`src/rtl/mem_access_unit.sv`:
```
// Memory access stage for a multicycle CPU: turns controller strobes into a
// req/ack bus transaction, captures IR/MDR and stalls the controller meanwhile.
module mem_access_unit #(
  parameter int ADDR_W  = 32,
  parameter int DATA_W  = 32,
  parameter int TIMEOUT = 255
) (
  input  logic              clk,
  input  logic              rst,
  input  logic              mem_read,
  input  logic              mem_write,
  input  logic              ior_d,
  input  logic              ir_write,
  input  logic [ADDR_W-1:0] pc,
  input  logic [ADDR_W-1:0] alu_out,
  input  logic [DATA_W-1:0] wr_data,
  output logic              bus_req,
  output logic              bus_we,
  output logic [ADDR_W-1:0] bus_addr,
  output logic [DATA_W-1:0] bus_wdata,
  input  logic              bus_ack,
  input  logic [DATA_W-1:0] bus_rdata,
  output logic [DATA_W-1:0] ir_out,
  output logic [DATA_W-1:0] mdr_out,
  output logic              stall,
  output logic              err
);

  localparam int CNT_W = $clog2(TIMEOUT + 1);

  typedef enum logic [1:0] {IDLE, REQ, DONE} state_t;

  state_t           state, state_nxt;
  logic [CNT_W-1:0] cnt;
  logic             ir_pend;
  logic             start;
  logic             timeout_hit;

  assign start       = (state == IDLE) && (mem_read || mem_write);
  // The last waiting cycle is the one in which the counter still reads TIMEOUT-1.
  assign timeout_hit = (cnt == CNT_W'(TIMEOUT - 1));
  assign bus_req     = (state == REQ);

  // NOTE: every output of a combinational block gets a default first so no
  // path through the case leaves a value held, which would infer a latch.
  always_comb begin
    state_nxt = state;
    stall     = 1'b0;
    case (state)
      IDLE: begin
        if (start) begin
          stall     = 1'b1;
          state_nxt = REQ;
        end
      end
      REQ: begin
        stall = 1'b1;
        if (bus_ack || timeout_hit) state_nxt = DONE;
      end
      DONE:    state_nxt = IDLE;
      default: state_nxt = IDLE;
    endcase
  end

  // NOTE: registers are updated with non-blocking assignments so every flop
  // samples the values from before the edge, independent of statement order.
  always_ff @(posedge clk or negedge rst) begin
    if (!rst) begin
      state     <= IDLE;
      bus_we    <= 1'b0;
      bus_addr  <= '0;
      bus_wdata <= '0;
      ir_out    <= '0;
      mdr_out   <= '0;
      err       <= 1'b0;
      cnt       <= '0;
      ir_pend   <= 1'b0;
    end else begin
      state <= state_nxt;

      if (start) begin
        bus_addr  <= ior_d ? alu_out : pc;
        bus_wdata <= wr_data;
        bus_we    <= mem_write;
        ir_pend   <= ir_write;
        cnt       <= '0;
        // Conflicting strobes: the write wins, but the controller bug is flagged.
        if (mem_read && mem_write) err <= 1'b1;
      end

      if (state == REQ) begin
        if (bus_ack) begin
          if (!bus_we) begin
            mdr_out <= bus_rdata;
            if (ir_pend) ir_out <= bus_rdata;
          end
        end else begin
          cnt <= cnt + 1'b1;
          if (timeout_hit) err <= 1'b1;
        end
      end else if (bus_ack) begin
        err <= 1'b1;
      end
    end
  end

endmodule

```
`config.mk`:
```
export PLATFORM = sky130hd
export DESIGN_NAME = mem_access_unit
export DESIGN_NICKNAME = d
export VERILOG_FILES = /design/src/rtl/mem_access_unit.sv
export SDC_FILE = /design/constraint.sdc
export NUM_CORES = 1
export LEC_CHECK = 0
export CAP_MARGIN = 20
export CORE_MARGIN = 1.5
export CORE_UTILIZATION = 30
export CTS_CLUSTER_DIAMETER = 150
export DETAILED_ROUTE_END_ITERATION = 7
export GPL_TIMING_DRIVEN = 1
export PLACE_DENSITY = 0.61
export SLEW_MARGIN = 20
export SYNTH_ARGS = -nofsm -noshare
export SYNTH_HDL_FRONTEND = slang
export SYNTH_SLANG_ARGS = --single-unit
```
`constraint.sdc`:
```
create_clock -name clk -period 5.21 [get_ports clk]
set_clock_uncertainty 0.2 [all_clocks]
set_input_delay 0.7815 -clock clk [delete_from_list [all_inputs] [get_ports clk]]
set_output_delay 0.7815 -clock clk [all_outputs]
set_load 0.02 [all_outputs]
```
==> results.txt, run 1 <==
The number of different library cells in the post-synthesis netlist is 33. The count of final setup violators came out at 0. The signal arrival time at the worst endpoint came out at 2260 ps.

The number of H-tree levels is 4. The floorplan has 50 rows. The fraction of registers with async set or reset after synthesis is 1.00. The insertion delay to the later sink of the worst-skew pair came out at 410 ps. Dividing the detail-routed wire length by the instance count gives 15.7 um. In this run the critical register-to-register path is launched from state[1]$_DFFE_PN0P_. The power density over cell area came out at 621 mW/mm^2. The max-slew violation count is 0.

The congestion estimate from routability-driven global placement came to 0.737. The netlist area before placement came out at 0.00580 sq mm. The share of layout cells above drive strength 1 came out at 0.200. The starting utilization of the core area came out at 0.308. The initial antenna violation count is 0. The instance area at placement came out at 0.00864 sq mm. Setup repair after global routing left no endpoint under its margin.

For this run, design rule violations remaining after detail routing come to 0. The max-capacitance violation count is 0. Summed over all layers, the routed wires come to 14800 um. The remaining global-route overflow came out at 0. Counting along the longest clock path gives a buffer depth of 2. STA puts the critical path data required time at 4230 ps. Summing all non-filler instances in the final layout gives an area of 0.00920 sq mm. The worst setup path is captured at a primary output. The peak fanout along the critical path came out at 5. The endpoint identified for the worst register-to-register timing path is ir_out[18]$_DFFE_PN0P_.

The top-level I/O count is 267. For this run, the detailed router's first-pass iteration total came to 4. After layout, the minimum clock period comes to 3240 ps.

The sequential fraction of the synthesis area is 0.609. The via count of the first global-routing pass is 4486. The count of nets left with antenna violations after detail routing is 0.

The area growth from synthesis to final layout came out at 58.8%. Clock-pin slew was measured on the worst setup and hold paths at 60 ps. The number of standard cells after synthesis is 411.

The commonest cells after synthesis are sky130_fd_sc_hd__dfrtp_1 (141), sky130_fd_sc_hd__mux2_2 (91), sky130_fd_sc_hd__o21ai_0 (73), sky130_fd_sc_hd__mux2i_1 (37), sky130_fd_sc_hd__clkbuf_1 (10). The post-cts gate resize count came out at 0. The violation count after the first detailed-route iteration is 92. The number of vias in the routed layout is 4308. After clock tree synthesis, the flow added hold-fix buffers numbering 0. The number of storage elements in the synthesis netlist is 141. The number of cells after detailed placement is 913. The number of warnings reported in the yosys synthesis log came out at 0. The run finished with clean final reports. The final antenna diode count is 0. The placeable core region came out at 0.0188 sq mm. Yosys attributes the largest share of cell area to sky130_fd_sc_hd__dfrtp_1 (61%), sky130_fd_sc_hd__mux2_2 (18%), sky130_fd_sc_hd__mux2i_1 (6.4%). The number of hold violations in the final report was 0. Synthesis produced a netlist with a net count of 548. The worst setup path is launched from an input port. The upper clock frequency limit is 0.309 GHz. sky130_fd_sc_hd__dfrtp_1 is the most common cell in the netlist. The number of enable flip-flop cells after synthesis is 0.

Clock tree synthesis inserted a total of 17 buffers. The worst path meets setup with 1970 ps of slack. The class of the most critical hold timing path is in -> async. TritonCTS built the clock tree. The number of buffers inserted to repair setup after CTS came out at 0. The number of cell instances on the worst register-to-register path came out at 3. The final design utilization is 0.489. The maximum number of pins on one net before global-route repair came out at 91. The most used flip-flop cell after synthesis is sky130_fd_sc_hd__dfrtp_1. Of the post-synthesis cell area, the dominant cell type holds 0.609. The per-instance average area after synthesis came out at 14.1 sq um. The final-stage net count is 809. The total negative slack came out at 0 ps. At the placement stage, the worst setup path has a slack of 1620 ps. The worst ir drop on vdd came out at 0.229 mV. The critical path is of the in -> out type. The overall power after layout is 5.72 mW. In this run the tool buffered the top-level ports with 266 buffer cells.

The leakage power came out at 3.84 nW. The first-pass GRT wire length is 23900 um. The reg2reg setup slack is 2510 ps.

The die extent in x came out at 142 um. The worst hold slack across all endpoints is 253 ps. The die covers 0.0202 sq mm. The die height came out at 142 um. The root buffer cell chosen for the clock tree is sky130_fd_sc_hd__clkbuf_16.

The estimated wirelength of the detail-placed design came out at 10800 um. The slew at the pin closest to its max-slew limit came out at 976 ps. For this design, the sink count on the clock tree is 141.

The global router's overall resource usage came out at 0.150. Of the available clock period, the critical path in the final layout requires 0.622. The synthesized design spends more area on one cell type than any other, namely sky130_fd_sc_hd__dfrtp_1. For this run, the number of standard cells in the final layout without fillers is 944. The via density per instance is 4.56. In this run the tightest slew margin relative to its limit is 0.348.
-- area by class of cell --
type,instances,area (sq um)
Clock buffer,19,443
Clock inverter,12,113
Fill cell,1685,9630
Inverter,2,7.51
Multi-Input combinational cell,242,2110
Sequential cell,141,3530
Tap cell,260,325
Timing Repair Buffer,268,2670
-- registers in the layout, indices dropped and copies added (netlist names) --
signal	cells
mdr_out	32
cnt	8
ir_pend	1
bus_addr	32
ir_out	32
bus_we	1
err	1
state	2
bus_wdata	32
-- layout by cell type, fill, tap and decap left out, types with 3 or more instances in the layout --
cell type and n:
sky130_fd_sc_hd__clkbuf_16 17, sky130_fd_sc_hd__clkdlybuf4s50_1 264, sky130_fd_sc_hd__clkinv_2 3, sky130_fd_sc_hd__clkinv_4 3, sky130_fd_sc_hd__dfrtp_1 141, sky130_fd_sc_hd__inv_6 3
sky130_fd_sc_hd__mux2_2 91, sky130_fd_sc_hd__mux2_4 4, sky130_fd_sc_hd__mux2i_1 37, sky130_fd_sc_hd__nand2_1 4, sky130_fd_sc_hd__nand3_1 3, sky130_fd_sc_hd__nor2_1 3
sky130_fd_sc_hd__nor3_1 3, sky130_fd_sc_hd__o21ai_0 72
-- kinds of logic (layout without fill, tap and decap cells) --
kind of cell,count (synthesis),after routing,share of synthesized area
flip-flops,141,141,0.609
multiplexers,134,134,0.255
AO/OA/AOI/OAI,79,79,0.0708
buffers and inverters,28,301,0.0289
AND/OR/NAND/NOR,26,26,0.0307
adder cells (fa/ha/maj),2,2,0.00432
XOR/XNOR,1,1,0.00151
-- worst max-delay path, stage by stage --
cell                              delay (ps)
sky130_fd_sc_hd__clkdlybuf4s50_1         610
sky130_fd_sc_hd__nor3_1                  100
sky130_fd_sc_hd__nor2_1                  130
sky130_fd_sc_hd__clkdlybuf4s50_1         640
-- report_power, final --
part | leakage (nW) | internal [mW] | switching (mW) | total [mW]
registers | 1.70 | 1.62 | 0.279 | 1.90
clock network | 0.270 | 0.670 | 0.468 | 1.14
logic | 1.87 | 1.39 | 1.28 | 2.68
total | 3.84 | 3.68 | 2.03 | 5.72
-- worst max-delay path by stage --
stage	startpoint	endpoint	depth (start not counted)
floorplan	mem_write	stall	2
global placement	bus_ack	ir_out[25]$_DFFE_PN0P_	4
detailed placement	bus_ack	ir_out[25]$_DFFE_PN0P_	4
CTS	mem_write	stall	4
global route	bus_ack	ir_out[5]$_DFFE_PN0P_	4
finish	mem_write	stall	4
-- per-layer routing --
| metal | global-route usage | wire length (um) |
|---|---|---|
| met1 | 0.182 | 6300 |
| met2 | 0.258 | 7400 |
| met3 | 0.0437 | 989 |
| met4 | 0.0472 | 150 |
| met5 | 0 | 0 |
Note: power is estimated with default switching activity, not from simulation.
==> run 2, diff against run 1 <==
Settings changed: PLACE_DENSITY 0.61 to 0.64.
Clock period 5.21 ns to 2.8 ns, I/O delays scaled along.
==> results.txt, run 2 (synthesis gave the netlist of run 1 again) <==
The clock-pin slew on the worst setup and hold paths came out at 60 ps (about the same). The number of hold violations in the final report is 0 (unchanged). The share of layout cells above drive strength 1 came out at 0.211 (was 0.200). The number of cell instances on the worst register-to-register path came out at 4 (was 3). The final antenna diode count is 0 (unchanged). The die height is 142 um (unchanged). The post-cts gate resize count is 0 (unchanged). The root cell of the clock tree is sky130_fd_sc_hd__clkbuf_16 (unchanged).

The sum of buffers and inverters on the critical path came out at 2 (unchanged). The remaining global-route overflow is 0 (unchanged). The number of filler cells placed in the layout came to 1625 (was 1685).

The routed length per placed instance was 15.8 um (was 15.7 um). The count of hold buffers inserted by post-cts repair is 1 (was 0). The maximum clock path buffer count came out at 2 (unchanged). The wire length on met2 is 7420 um (was 7400 um). The area growth from synthesis to final layout came to 61.7% (was 58.8%). The violation count after the first detailed-route iteration came out at 148 (was 92). The placeable core region came out at 0.0188 sq mm (unchanged). The sort of element at the end of the critical path is a primary output (unchanged). The area of all placed cells without fillers came to 0.00937 sq mm (was 0.00920 sq mm).

The die extent in x is 142 um (unchanged). In this run the most critical hold path is launched from cnt[7]$_DFF_PN0_. The tightest slew margin relative to the limit is 0.545 (was 0.348).

The slew at the pin closest to its max-slew limit is 683 ps (was 976 ps). Leading cell types in the layout, fill and taps excluded: sky130_fd_sc_hd__clkdlybuf4s50_1 (264), sky130_fd_sc_hd__dfrtp_1 (141), sky130_fd_sc_hd__mux2_2 (91), sky130_fd_sc_hd__o21ai_0 (72), sky130_fd_sc_hd__mux2i_1 (37) (unchanged). The clock tree from TritonCTS is yes (unchanged). The via count of the first global-routing pass came to 4636 (was 4486). The initial antenna violation count is 0 (unchanged). The worst ir drop on vdd was 0.584 mV (was 0.229 mV). The wire length on met1 is 6370 um (was 6300 um). The most common cell after layout, fill and taps aside is sky130_fd_sc_hd__clkdlybuf4s50_1 (unchanged). The final-stage net count is 817 (was 809). Sequence of cells on the critical path: clkdlybuf4s50_1 -> nor3_1 -> nor2_1 -> clkdlybuf4s50_1 (unchanged). The kind of launch point of the worst setup path is an input port (unchanged). The instance area at placement came out at 0.00873 sq mm (was 0.00864 sq mm).

The class of the most critical hold timing path was reg -> reg (was in -> async). The via density per instance is 4.55 (was 4.56). The number of input and output port buffers inserted is 266 (unchanged).

The starting utilization of the core area came out at 0.308 (unchanged). The max-slew violation count came out at 0 (unchanged). The signal arrival time at the worst endpoint is 1830 ps (was 2260 ps). The worst path required time is 2180 ps (was 4230 ps). The global router's overall resource usage came out at 0.152 (was 0.150). The final design utilization is 0.498 (was 0.489). The die area is 0.0202 sq mm (unchanged). The number of H-tree levels is 4 (unchanged).

The upper clock frequency limit is 0.408 GHz. The leakage power is 3.93 nW (was 3.84 nW). The max-capacitance violation count is 0 (unchanged).

Unrepaired setup endpoints after global routing: no (unchanged). The standard-cell row count is 50 (unchanged). The routability-driven placement congestion ratio came out at 0.772 (was 0.737). The sink of the worst hold path is cnt[7]$_DFF_PN0_. The area occupied by multi-input gates is 0.00211 sq mm (about the same).

The total iterations of the first detailed-routing run is 5 (was 4). The number of buffers inserted to repair setup after CTS is 0 (unchanged). The launching point of the worst reg2reg path is state[1]$_DFFE_PN0P_ (unchanged). The maximum number of pins on one net before global-route repair came out at 54 (was 91). The total negative slack is 0 ps (unchanged).

The CTS buffer count was 17 (unchanged). The delay of the slowest cell on the worst path is 620 ps (was 640 ps). The reg2reg setup slack came out at 610 ps (was 2510 ps).

The number of vias in the routed layout is 4336 (was 4308). The origin of the worst setup path is mem_write (unchanged). The top-level I/O count was 267 (unchanged). The family of cells with the greatest summed delay on the critical path was buffers and inverters (unchanged). The count of final setup violators came out at 0 (unchanged).

The clock sink count is 141 (unchanged). The estimated wirelength of the detail-placed design is 11100 um (was 10800 um). The cell with the most instances on the worst path is sky130_fd_sc_hd__clkdlybuf4s50_1 (unchanged). The instance count along the most critical hold path came out at 1.

The count of nets left with antenna violations after detail routing came out at 0 (unchanged). The peak fanout along the critical path came out at 5 (unchanged). The detailed route wirelength on metal3 came to 1010 um (was 989 um).

Status: completed (unchanged). The total routed wirelength is 15000 um (was 14800 um). The endpoint of the worst register-to-register path was bus_wdata[26]$_DFFE_PN0P_ (was ir_out[18]$_DFFE_PN0P_).

The area occupied by registers came out at 0.00353 sq mm (unchanged). The first-pass GRT wire length is 23900 um (about the same). The top layer reached by signal wires is met4 (unchanged). The category of the most critical setup path is in -> out (unchanged).

The power density over cell area is 1170 mW/mm^2 (was 621 mW/mm^2). The final critical-path required period is 2450 ps. The standard cell with the maximum stage delay on the critical path is sky130_fd_sc_hd__clkdlybuf4s50_1 (unchanged).

The fraction of the cycle the final worst path needs is 0.875. The insertion delay to the later sink of the worst-skew pair is 410 ps (about the same). The detailed-route DRC error count is 0 (unchanged).
==> run 2: final cells by class <==
class / instances / area share
multi-input combinational: 242 / 0.225
timing repair buffer: 276 / 0.296
sequential: 141 / 0.377
clock inverter: 15 / 0.0216
clock buffer: 17 / 0.0454
inverter: 2 / 0.000801
tap: 260 / 0.0347
==> run 2: routing by layer <==
metal / vias to the layer above / global-route usage
met2: 180 / 0.254
met3: 24 / 0.0448
met4: 0 / 0.0526
met1: 2119 / 0.188
li1: 2013 / -
met5: - / 0
==> run 2: worst max path at each step <==
| stage | cells past startpoint | to | slack (ps) |
|---|---|---|---|
| 3_5_place_dp | 4 | stall | 370 |
| 3_3_place_gp | 4 | stall | 380 |
| 2_1_floorplan | 4 | bus_wdata[10]$_DFFE_PN0P_ | 1060 |
| 4_1_cts | 4 | stall | 360 |
| 5_1_grt | 4 | stall | 260 |
| 6_report | 4 | stall | 350 |
==> run 2: metrics by stage <==
stage / cells / setup WS [ps] / power (mW) / hold WS (ps)
after floorplan: 411 / 1060 / 6.09 / -75.6
after global placement: 920 / 380 / 8.56 / 206
after detailed placement: 920 / 370 / 8.67 / 218
after CTS: 953 / 360 / 11.1 / 282
after global routing: 953 / 263 / 11.6 / 301
final: 953 / 351 / 11.0 / 279
==> run 2: report_power, final <==
part / switching [mW] / internal, mW / total, mW
logic: 2.40 / 2.63 / 5.03
registers: 0.538 / 3.01 / 3.55
clock network: 0.936 / 1.43 / 2.37
total: 3.88 / 7.08 / 11.0
